<file path="config.mk">
export PLATFORM = sky130hd
export DESIGN_NAME = ddr_channel_arb_n
export DESIGN_NICKNAME = d
export VERILOG_FILES = /design/src/rtl/ddr_arb_pkg.sv /design/src/rtl/rr_picker.sv /design/src/rtl/ddr_channel_arb_n.sv
export SDC_FILE = /design/constraint.sdc
export NUM_CORES = 1
export LEC_CHECK = 0
export ABC_AREA = 1
export CORE_AREA = 8 8 691 693
export CTS_CLUSTER_SIZE = 14
export DETAILED_ROUTE_END_ITERATION = 10
export DIE_AREA = 0 0 699 701
export HOLD_SLACK_MARGIN = 0.1
export SLEW_MARGIN = 20
export SYNTH_ARGS = -nofsm -noshare
export SYNTH_HDL_FRONTEND = slang
export SYNTH_HIERARCHICAL = 1
export SYNTH_SLANG_ARGS = --single-unit
</file>
<file path="constraint.sdc">
create_clock -name clock -period 5.2 [get_ports clock]
set_input_delay 0.78 -clock clock [delete_from_list [all_inputs] [get_ports clock]]
set_output_delay 0.78 -clock clock [all_outputs]
set_load 0.005 [all_outputs]
</file>
<file path="src/rtl/ddr_arb_pkg.sv">
// Shared types for the DDR channel arbiter.
//   arb_state_t : arbiter FSM states (IDLE -> ISSUE -> WAIT -> RESP)
//   MODE_*      : values for the RR_MODE parameter
package ddr_arb_pkg;

    typedef enum logic [1:0] {
        IDLE  = 2'd0,
        ISSUE = 2'd1,
        WAIT  = 2'd2,
        RESP  = 2'd3
    } arb_state_t;

    localparam bit MODE_FIXED = 1'b0;  // lowest eligible channel wins
    localparam bit MODE_RR    = 1'b1;  // round-robin starting after last grant

endpackage

</file>
<file path="src/rtl/rr_picker.sv">
// Combinational winner selection for the DDR channel arbiter.
// Ports:
//   eligible   in  NUM_CH  channels allowed to win this cycle
//   last_grant in  ID_W    previous winner (round-robin mode only)
//   grant      out NUM_CH  one-hot winner, all-zero when nothing is eligible
//   grant_idx  out ID_W    binary index of the winner
module rr_picker
    import ddr_arb_pkg::*;
#(
    parameter int unsigned NUM_CH  = 3,
    parameter bit          RR_MODE = MODE_RR
) (
    input  logic [NUM_CH-1:0]         eligible,
    input  logic [$clog2(NUM_CH)-1:0] last_grant,
    output logic [NUM_CH-1:0]         grant,
    output logic [$clog2(NUM_CH)-1:0] grant_idx
);

    localparam int unsigned ID_W = $clog2(NUM_CH);

    logic [ID_W-1:0] cand;
    logic            found;

    // Walk the channels in priority order; the first eligible one wins.
    // Round-robin order starts just after last_grant and wraps.
    always_comb begin
        grant     = '0;
        grant_idx = '0;
        found     = 1'b0;
        cand      = '0;
        for (int unsigned i = 0; i < NUM_CH; i++) begin
            if (RR_MODE == MODE_RR) begin
                cand = ID_W'((32'(last_grant) + 32'd1 + i) % NUM_CH);
            end else begin
                cand = ID_W'(i);
            end
            if (!found && eligible[cand]) begin
                found       = 1'b1;
                grant[cand] = 1'b1;
                grant_idx   = cand;
            end
        end
    end

endmodule

</file>
<file path="src/rtl/ddr_channel_arb_n.sv">
// N-channel arbiter in front of a single-ported DDR controller.
// One operation is outstanding at a time: a granted request is latched,
// issued as a one-cycle chip-enable pulse, and its completion is routed
// back to the owning channel unless that channel flushed it meanwhile.
// Ports:
//   clock, reset_n            clock, asynchronous active-low reset
//   req_valid/req_ready       per-channel handshake (ready is one-hot)
//   req_index/write/burst     packed request fields, channel 0 in LSBs
//   req_wmask/req_wdata       packed write mask/data
//   req_flush                 drop this channel's pending/in-flight response
//   resp_done                 one-cycle completion pulse to the owner
//   resp_rdata/burst_data     last captured read data
//   busy, grant_id            arbiter occupied, current owner
//   ddr_*                     DDR controller command/response interface
module ddr_channel_arb_n
    import ddr_arb_pkg::*;
#(
    parameter int unsigned NUM_CH  = 3,
    parameter int unsigned INDEX_W = 19,
    parameter int unsigned DATA_W  = 64,
    parameter int unsigned BURST_W = 512,
    parameter bit          RR_MODE = MODE_RR
) (
    input  logic                        clock,
    input  logic                        reset_n,
    input  logic [NUM_CH-1:0]           req_valid,
    output logic [NUM_CH-1:0]           req_ready,
    input  logic [NUM_CH*INDEX_W-1:0]   req_index,
    input  logic [NUM_CH-1:0]           req_write,
    input  logic [NUM_CH-1:0]           req_burst,
    input  logic [NUM_CH*DATA_W-1:0]    req_wmask,
    input  logic [NUM_CH*DATA_W-1:0]    req_wdata,
    input  logic [NUM_CH-1:0]           req_flush,
    output logic [NUM_CH-1:0]           resp_done,
    output logic [DATA_W-1:0]           resp_rdata,
    output logic [BURST_W-1:0]          resp_burst_data,
    output logic                        busy,
    output logic [$clog2(NUM_CH)-1:0]   grant_id,
    output logic                        ddr_chip_enable,
    output logic [INDEX_W-1:0]          ddr_index,
    output logic                        ddr_write_enable,
    output logic                        ddr_burst_mode,
    output logic [DATA_W-1:0]           ddr_write_mask,
    output logic [DATA_W-1:0]           ddr_write_data,
    input  logic [DATA_W-1:0]           ddr_read_data,
    input  logic [BURST_W-1:0]          ddr_burst_read_data,
    input  logic                        ddr_operation_done,
    input  logic                        ddr_ready
);

    localparam int unsigned ID_W = $clog2(NUM_CH);

    arb_state_t          state;
    logic [ID_W-1:0]     last_grant;
    logic                kill;

    logic [NUM_CH-1:0]   eligible;
    logic [NUM_CH-1:0]   pick;
    logic [ID_W-1:0]     pick_idx;
    logic                handshake;
    logic [NUM_CH-1:0]   owner_oh;
    logic                owner_flush;
    logic                kill_next;

    logic [INDEX_W-1:0]  sel_index;
    logic                sel_write;
    logic                sel_burst;
    logic [DATA_W-1:0]   sel_wmask;
    logic [DATA_W-1:0]   sel_wdata;

    assign eligible = req_valid & ~req_flush;

    rr_picker #(
        .NUM_CH  (NUM_CH),
        .RR_MODE (RR_MODE)
    ) u_picker (
        .eligible   (eligible),
        .last_grant (last_grant),
        .grant      (pick),
        .grant_idx  (pick_idx)
    );

    assign req_ready = (state == IDLE && ddr_ready) ? pick : '0;
    assign handshake = |req_ready;
    assign busy      = (state != IDLE);

    // Only the owner's flush matters once an operation is in flight; the
    // flag is sampled together with done so a same-cycle flush still kills.
    assign owner_oh    = NUM_CH'(1) << grant_id;
    assign owner_flush = |(req_flush & owner_oh);
    assign kill_next   = kill | (((state == ISSUE) || (state == WAIT)) && owner_flush);

    always_comb begin
        sel_index = '0;
        sel_write = 1'b0;
        sel_burst = 1'b0;
        sel_wmask = '0;
        sel_wdata = '0;
        for (int unsigned i = 0; i < NUM_CH; i++) begin
            if (pick[i]) begin
                sel_index = req_index[i*INDEX_W +: INDEX_W];
                sel_write = req_write[i];
                sel_burst = req_burst[i];
                sel_wmask = req_wmask[i*DATA_W +: DATA_W];
                sel_wdata = req_wdata[i*DATA_W +: DATA_W];
            end
        end
    end

    always_ff @(posedge clock or negedge reset_n) begin
        if (!reset_n) begin
            state            <= IDLE;
            last_grant       <= ID_W'(NUM_CH - 1);
            kill             <= 1'b0;
            grant_id         <= '0;
            ddr_chip_enable  <= 1'b0;
            ddr_index        <= '0;
            ddr_write_enable <= 1'b0;
            ddr_burst_mode   <= 1'b0;
            ddr_write_mask   <= '0;
            ddr_write_data   <= '0;
            resp_done        <= '0;
            resp_rdata       <= '0;
            resp_burst_data  <= '0;
        end else begin
            case (state)
                IDLE: begin
                    if (handshake) begin
                        state            <= ISSUE;
                        grant_id         <= pick_idx;
                        last_grant       <= pick_idx;
                        kill             <= 1'b0;
                        ddr_chip_enable  <= 1'b1;
                        ddr_index        <= sel_index;
                        ddr_write_enable <= sel_write;
                        // Burst applies to reads only.
                        ddr_burst_mode   <= sel_burst & ~sel_write;
                        ddr_write_mask   <= sel_wmask;
                        ddr_write_data   <= sel_wdata;
                    end
                end
                ISSUE: begin
                    ddr_chip_enable <= 1'b0;
                    kill            <= kill_next;
                    state           <= WAIT;
                end
                WAIT: begin
                    kill <= kill_next;
                    if (ddr_operation_done) begin
                        resp_rdata      <= ddr_read_data;
                        resp_burst_data <= ddr_burst_read_data;
                        resp_done       <= kill_next ? '0 : owner_oh;
                        state           <= RESP;
                    end
                end
                RESP: begin
                    resp_done <= '0;
                    kill      <= 1'b0;
                    state     <= IDLE;
                end
                default: state <= IDLE;
            endcase
        end
    end

endmodule

</file>
# == Yosys cells after proc, flatten, opt, wreduce, memory -nomap -nowiden ==
# Index checks and enable logic that the tools add are counted.
# totals
ff_bits,736
inputBits,1033
out_inout_bits,735
wordCells,107
# op_classes
n_addsub,3
n_div,3
n_lt_le_gt_ge,6
n_eq_ne,5
shifts,1
muxes,46
n_bitwise,8
n_reduce_logical,22
# ops
operator,n
$mux W64,6
$mod A32 B2 Y32 const B,3
$mux W19,3
$add A32 B1 Y32 const B,1
$add A32 B2 Y32 const B,1
$mux W3,6
$mux W1,16
$mux W2,5
$reduce_and A2 Y1,5
$lt A2 B3 Y1 const B,3
$pmux W2 S4,1
$logic_and A1 B1 Y1,7
$and A3 B3 Y3,2
$bmux W1 S2,3
$demux W1 S2,3
$ge A2 B1 Y1 const B,3
$or A3 B3 Y3,2
$pmux W3 S2,1
$reduce_bool A2 Y1,3
$reduce_or A3 Y1,2
$eq A2 B2 Y1 const B,2
$ne A2 B2 Y1 const B,2
$add A2 B1 Y3 const B,1
$not A3 Y3,1
11 further kinds,12

# == Logic depth before layout (Yosys ltp) ==
# depth
depth_word,16
depth_mapped,20
mapped_depth_nobuf,17

# == Cells and area by module ==
# Netlist, hierarchy kept.
# modules_own_cells
mod,instances,cells_each,area_per_inst_um2,seq_area_each_um2
ddr_channel_arb_n,1,3660,30927.2,18393.9
rr_picker,1,54,279.0,0.0

# == Worst setup path after synthesis ==
# No wires, ideal clock.
# synth_path
kind,input-to-reg
start,in req_valid[2]
end,reg ddr_write_mask[23]
setup_ns,0.126
t_arrival_ns,2.519
t_required_ns,5.074
setup_slack_ns,2.555
stages,19
n_path_buf,4
cell_sequence,inv_1 -> nor2_1 -> inv_1 -> o21ai_1 -> nand2_4 -> inv_2 -> nand2_1 -> nand2_1 -> inv_2 -> nand2_1 -> buf_2 -> nand3_2 -> nand3_2 -> inv_2 -> buf_6 -> buf_12 -> buf_8 -> nand2_2 -> o21ai_2
# synth_between
elab_chain_len,13
word_cells_on_any_way,24
classes_between,15 x mux; 3 x bitwise; 6 x reduce/logical
# synth_lines
element,line_no,rtl
"start, declared",ddr_channel_arb_n.sv:26,"input logic [NUM_CH-1:0] req_valid,"
$and A3 B3 Y3 (*),ddr_channel_arb_n.sv:71,assign eligible = req_valid & ~req_flush;
via eligible[2],ddr_channel_arb_n.sv:57,logic [NUM_CH-1:0] eligible;
$bmux W1 S2,rr_picker.sv:37,if (!found && eligible[cand]) begin
$mux W1 (not written as such),rr_picker.sv:37,
$mux W1,rr_picker.sv:37,
$logic_not A1 Y1,rr_picker.sv:37,
$logic_and A1 B1 Y1,rr_picker.sv:37,
$mux W1,rr_picker.sv:37,
$logic_not A1 Y1,rr_picker.sv:37,
$logic_and A1 B1 Y1,rr_picker.sv:37,
$mux W3 (*),rr_picker.sv:37,
via pick[1],ddr_channel_arb_n.sv:58,logic [NUM_CH-1:0] pick;
$mux W3,ddr_channel_arb_n.sv:83,assign req_ready = (state == IDLE && ddr_ready) ? pick : '0;
$reduce_or A3 Y1,ddr_channel_arb_n.sv:84,assign handshake = |req_ready;
$reduce_and A2 Y1 (no line),n/a,
"end signal, assigned",ddr_channel_arb_n.sv:138,ddr_write_mask <= sel_wmask;
"end, declared",ddr_channel_arb_n.sv:43,"output logic [DATA_W-1:0] ddr_write_mask,"
# Mark *: on every way through the listed nets, which the timed path passes. The rest lies on a longest branch. The select of a mux whose other input is x is not followed.
# A chain may end at the register's enable or synchronous reset.

==> flow_results.org <==
** Routing
- For this run, design rule violations remaining after detail routing come to 0.
- In the routed layout, each cell is associated on average with a via count of 2.90.
- Dividing the detail-routed wire length by the instance count gives 34.5 um.
- Post-route ant nets :: 0
- Wire length reported by the detailed router :: 408 mm
- Number of search-and-repair iterations in the first detailed-routing pass :: 7
- Detailed-route via count :: 34200
- The first routing iteration left 2624 violations.

** Yosys
- Each instance of the synthesized netlist takes up on average 8.40 um^2.
- Largest area contributor in the synthesized netlist :: sky130_fd_sc_hd__dfrtp_1
- After synthesis the cells add up to 31200 um^2.
- Yosys printed 6 warnings.
- By area the synthesized netlist is led by sky130_fd_sc_hd__dfrtp_1 59%, sky130_fd_sc_hd__nand2_1 25%, sky130_fd_sc_hd__o21ai_2 2.8%.
- Number of library cell types mapped by synthesis :: 27
- Share of Yosys cell area claimed by the top area cell type :: 0.589
- Net Count, Synth :: 4756
- Dominant cell by count in the synthesized netlist :: sky130_fd_sc_hd__nand2_1
- For this run, the register share of the synthesized area comes to 0.589.
- The commonest cells after synthesis are 2106 x sky130_fd_sc_hd__nand2_1, 734 x sky130_fd_sc_hd__dfrtp_1, 152 x sky130_fd_sc_hd__a21oi_1, 150 x sky130_fd_sc_hd__o21ai_0, 138 x sky130_fd_sc_hd__clkbuf_1.
- The synthesized design contains 735 register bits.
- The most used flip-flop cell after synthesis is sky130_fd_sc_hd__dfrtp_1.
- Post-synth EDFFs :: 0
- Synth async-reset ratio :: 1.00
- In the synthesized netlist, the number of instances is 3714.

** CTS
- The number of clock buffers added by TritonCTS is 114.
- Counting along the longest clock path gives a buffer depth of 4.
- The clock reaches the later pin of the worst-skew pair after 0.93 ns.
- Root buffer cell :: sky130_fd_sc_hd__clkbuf_16
- After clock tree synthesis, the setup repair step added 0 buffers.
- Hold bufs inserted after CTS :: 1
- The H-tree generated during clock tree synthesis spans 3 levels.
- Clock-pin slew was measured on the worst setup and hold paths at 0.06 ns.
- In this run, post-CTS repair resized a total of 0 instances.
- Sink Count :: 735
- TritonCTS clock tree :: built

** Outcome
- Outcome :: finished clean

** Floorplan
- Pin placement for this block handled 1768 I/O pins.
- Core region area :: 466000 um^2
- Count of standard-cell rows :: 251
- The initial utilization of the core area, before any placement, comes to 0.0670.
- In this run the vertical extent of the chip is 701 um.
- Die X-Extent :: 699 um
- The floorplan step defined a die boundary enclosing 490000 um^2.

** Critical path
- Category of the critical setup timing path :: reg -> out
- CP endpoint kind :: output port
- Data required time of the critical path :: 4.42 ns
- Along the worst path, the maximum fanout reaches 12.
- Critical Path AT :: 3.45 ns
- Counting cells, the worst reg-to-reg path comes to 13.
- STA classifies the critical path startpoint as a flip-flop.

** Placement
- Once placement finished, the instance area stood at 56300 um^2.
- At the end of routability-driven placement, the weighted congestion stood at 0.951.
- Detailed placer's ending HPWL :: 361 mm
- Worst setup slack after placement :: 0.949 ns
- I/O Buffers :: 1767

** STA
- The number of hold violations in the final report was 0.
- For the pin with the worst max-slew slack, the measured transition is 1.01 ns.
- Relative max-transition margin :: 0.327
- Final setup violation count :: 0
- Timing would allow up to 237 MHz.
- Across all setup checks in the final design, the least slack found is 0.973 ns.
- Dividing the final minimum period by the clock period gives 0.813.
- For the final database, setup skew stands at 0.0860 ns.
- Final critical-path required period :: 4.23 ns
- The count of pins over their slew limit was 0.
- Post-Route Setup TNS :: 0 ns
- Setup repair after global routing missed its margin :: false

** GRT
- Met2 Track Usage GR :: 0.276
- Number of global-route vias before repair :: 33600
- Most Used Layer, Global Route :: met2
- In the global route stage, overall resource usage came out at 0.159.
- Global routing finished with a remaining overflow of 0.
- Number of antenna violations at the first check in global routing :: 421
- Pin count of the biggest net entering global routing :: 157
- Met3 usage in global routing :: 0.149
- First-pass GRT wire length :: 483 mm
- GR Layer Usage met1 :: 0.127

** Final layout
- The finished cells cover 60400 um^2.
- Area occupied by multi-input gates :: 11600 um^2
- Fraction of layout cells with a size suffix above 1 :: 0.0838
- Layout Utilization :: 0.130
- After filler insertion, the fill cell instance count of the layout stands at 53300.
- From synthesis to final layout, the design area changed by 93.5%.
- Final layout net count :: 6468
- Across the whole layout, storage elements account for 18400 um^2.

** Power and ir drop
- For this design the ratio of total power to cell area is 678 nW/um^2.
- Switching Share :: 0.486
- In this run the static leakage power is 25.5 nW.
- Portion of total power attributed to sequential cells :: 0.241
- IR analysis of the VDD net gives a maximum drop of 458 uV.
- Cell internal power was estimated by the tool at 0.0211 W.
- Pwr Total :: 0.0409 W
- Of the total power, the clock network draws 0.200.
- Sw Pwr :: 0.0199 W
- Relative contribution of combinational cells to total power :: 0.559

** Min path
- Worst hold path stage count :: 3
- Type of the most critical hold path :: in -> reg

** Job
- Max-cap violations in this run came to 0.
[critical path, stage by stage (launching register included)]
cell and delay, ns:
sky130_fd_sc_hd__dfrtp_1 0.67, sky130_fd_sc_hd__inv_1 0.13, sky130_fd_sc_hd__ha_1 0.46, sky130_fd_sc_hd__inv_2 0.09, sky130_fd_sc_hd__nand2_2 0.07, sky130_fd_sc_hd__nand3_2 0.09, sky130_fd_sc_hd__nand2_4 0.11, sky130_fd_sc_hd__nand3_1 0.10
sky130_fd_sc_hd__inv_1 0.09, sky130_fd_sc_hd__nor2_1 0.06, sky130_fd_sc_hd__nand2_4 0.24, sky130_fd_sc_hd__nand3_2 0.15, sky130_fd_sc_hd__inv_1 0.09, sky130_fd_sc_hd__buf_4 0.22
[registers in the layout, indices dropped and copies added (netlist names)]
name and flops:
ddr_burst_mode 1, ddr_chip_enable 1, ddr_index 19, ddr_write_data 64, ddr_write_enable 1, ddr_write_mask 64
grant_id 2, kill 1, last_grant 1, resp_burst_data 512, resp_done 3, resp_rdata 64
state 2
[final timing paths]
path                                                 start                               end  slack [ns]
setup / recovery                   grant_id[0]$_DFFE_PN0P_                      req_ready[2]        0.97
hold / removal                    ddr_burst_read_data[486]  resp_burst_data[486]$_DFFE_PN0P_        0.39
setup reg to reg                   grant_id[0]$_DFFE_PN0P_    ddr_write_data[20]$_DFFE_PN0P_        1.53
hold reg to reg            resp_burst_data[50]$_DFFE_PN0P_   resp_burst_data[50]$_DFFE_PN0P_        0.47
max in group asynchronous                          reset_n  resp_burst_data[140]$_DFFE_PN0P_        3.24
min in group asynchronous                          reset_n     ddr_write_mask[9]$_DFFE_PN0P_        0.54
[cells in the final DEF, fill, tap and decap left out, types with 54 or more instances in the layout]
cell / instances
sky130_fd_sc_hd__o21ai_1: 54
sky130_fd_sc_hd__o21ai_2: 101
sky130_fd_sc_hd__clkbuf_16: 114
sky130_fd_sc_hd__a21oi_1: 152
sky130_fd_sc_hd__nand2_1: 2103
sky130_fd_sc_hd__dfrtp_1: 734
sky130_fd_sc_hd__nand2_2: 101
sky130_fd_sc_hd__diode_2: 108
sky130_fd_sc_hd__clkdlybuf4s50_1: 1763
sky130_fd_sc_hd__o21ai_0: 150
[power by group through the flow]
| stage | clock (W) | combinational (W) | sequential [W] |
|---|---|---|---|
| global route | 0.00874 | 0.0249 | 0.0102 |
| global placement | 0 | 0.0238 | 0.00986 |
| detailed placement | 0 | 0.0238 | 0.00992 |
| floorplan | 0 | 0.00753 | 0.00990 |
| CTS | 0.00856 | 0.0239 | 0.00990 |
| finish | 0.00817 | 0.0229 | 0.00988 |
[stage by stage]
stage | instances | hold slack (ns)
after floorplan | 3714 | 0.461
after global placement | 11500 | 0.460
after detailed placement | 11500 | 0.464
after CTS | 11700 | 0.264
after global routing | 11800 | 0.322
final | 11800 | 0.391
[cells by family after synthesis]
group / synth area share
compound gates: 0.0854
fa+ha+maj: 0.00361
buf+inv: 0.0400
flops: 0.589
simple gates: 0.282
[layout make-up]
cell class | count | share of cell area
Multi-Input combinational cell | 2720 | 0.192
Clock buffer | 161 | 0.0545
Timing Repair Buffer | 1822 | 0.305
Tap cell | 6198 | 0.128
Inverter | 33 | 0.00238
Clock inverter | 45 | 0.00904
Sequential cell | 735 | 0.305
Antenna cell | 108 | 0.00448
[per-layer routing]
metal / part of all wire / up-vias
met4: 0.036 / 226
met1: 0.28 / 16100
met2: 0.49 / 1920
met5: 0.0036 / -
li1: - / 15200
met3: 0.20 / 800
Power figures use the tool's default switching activity.
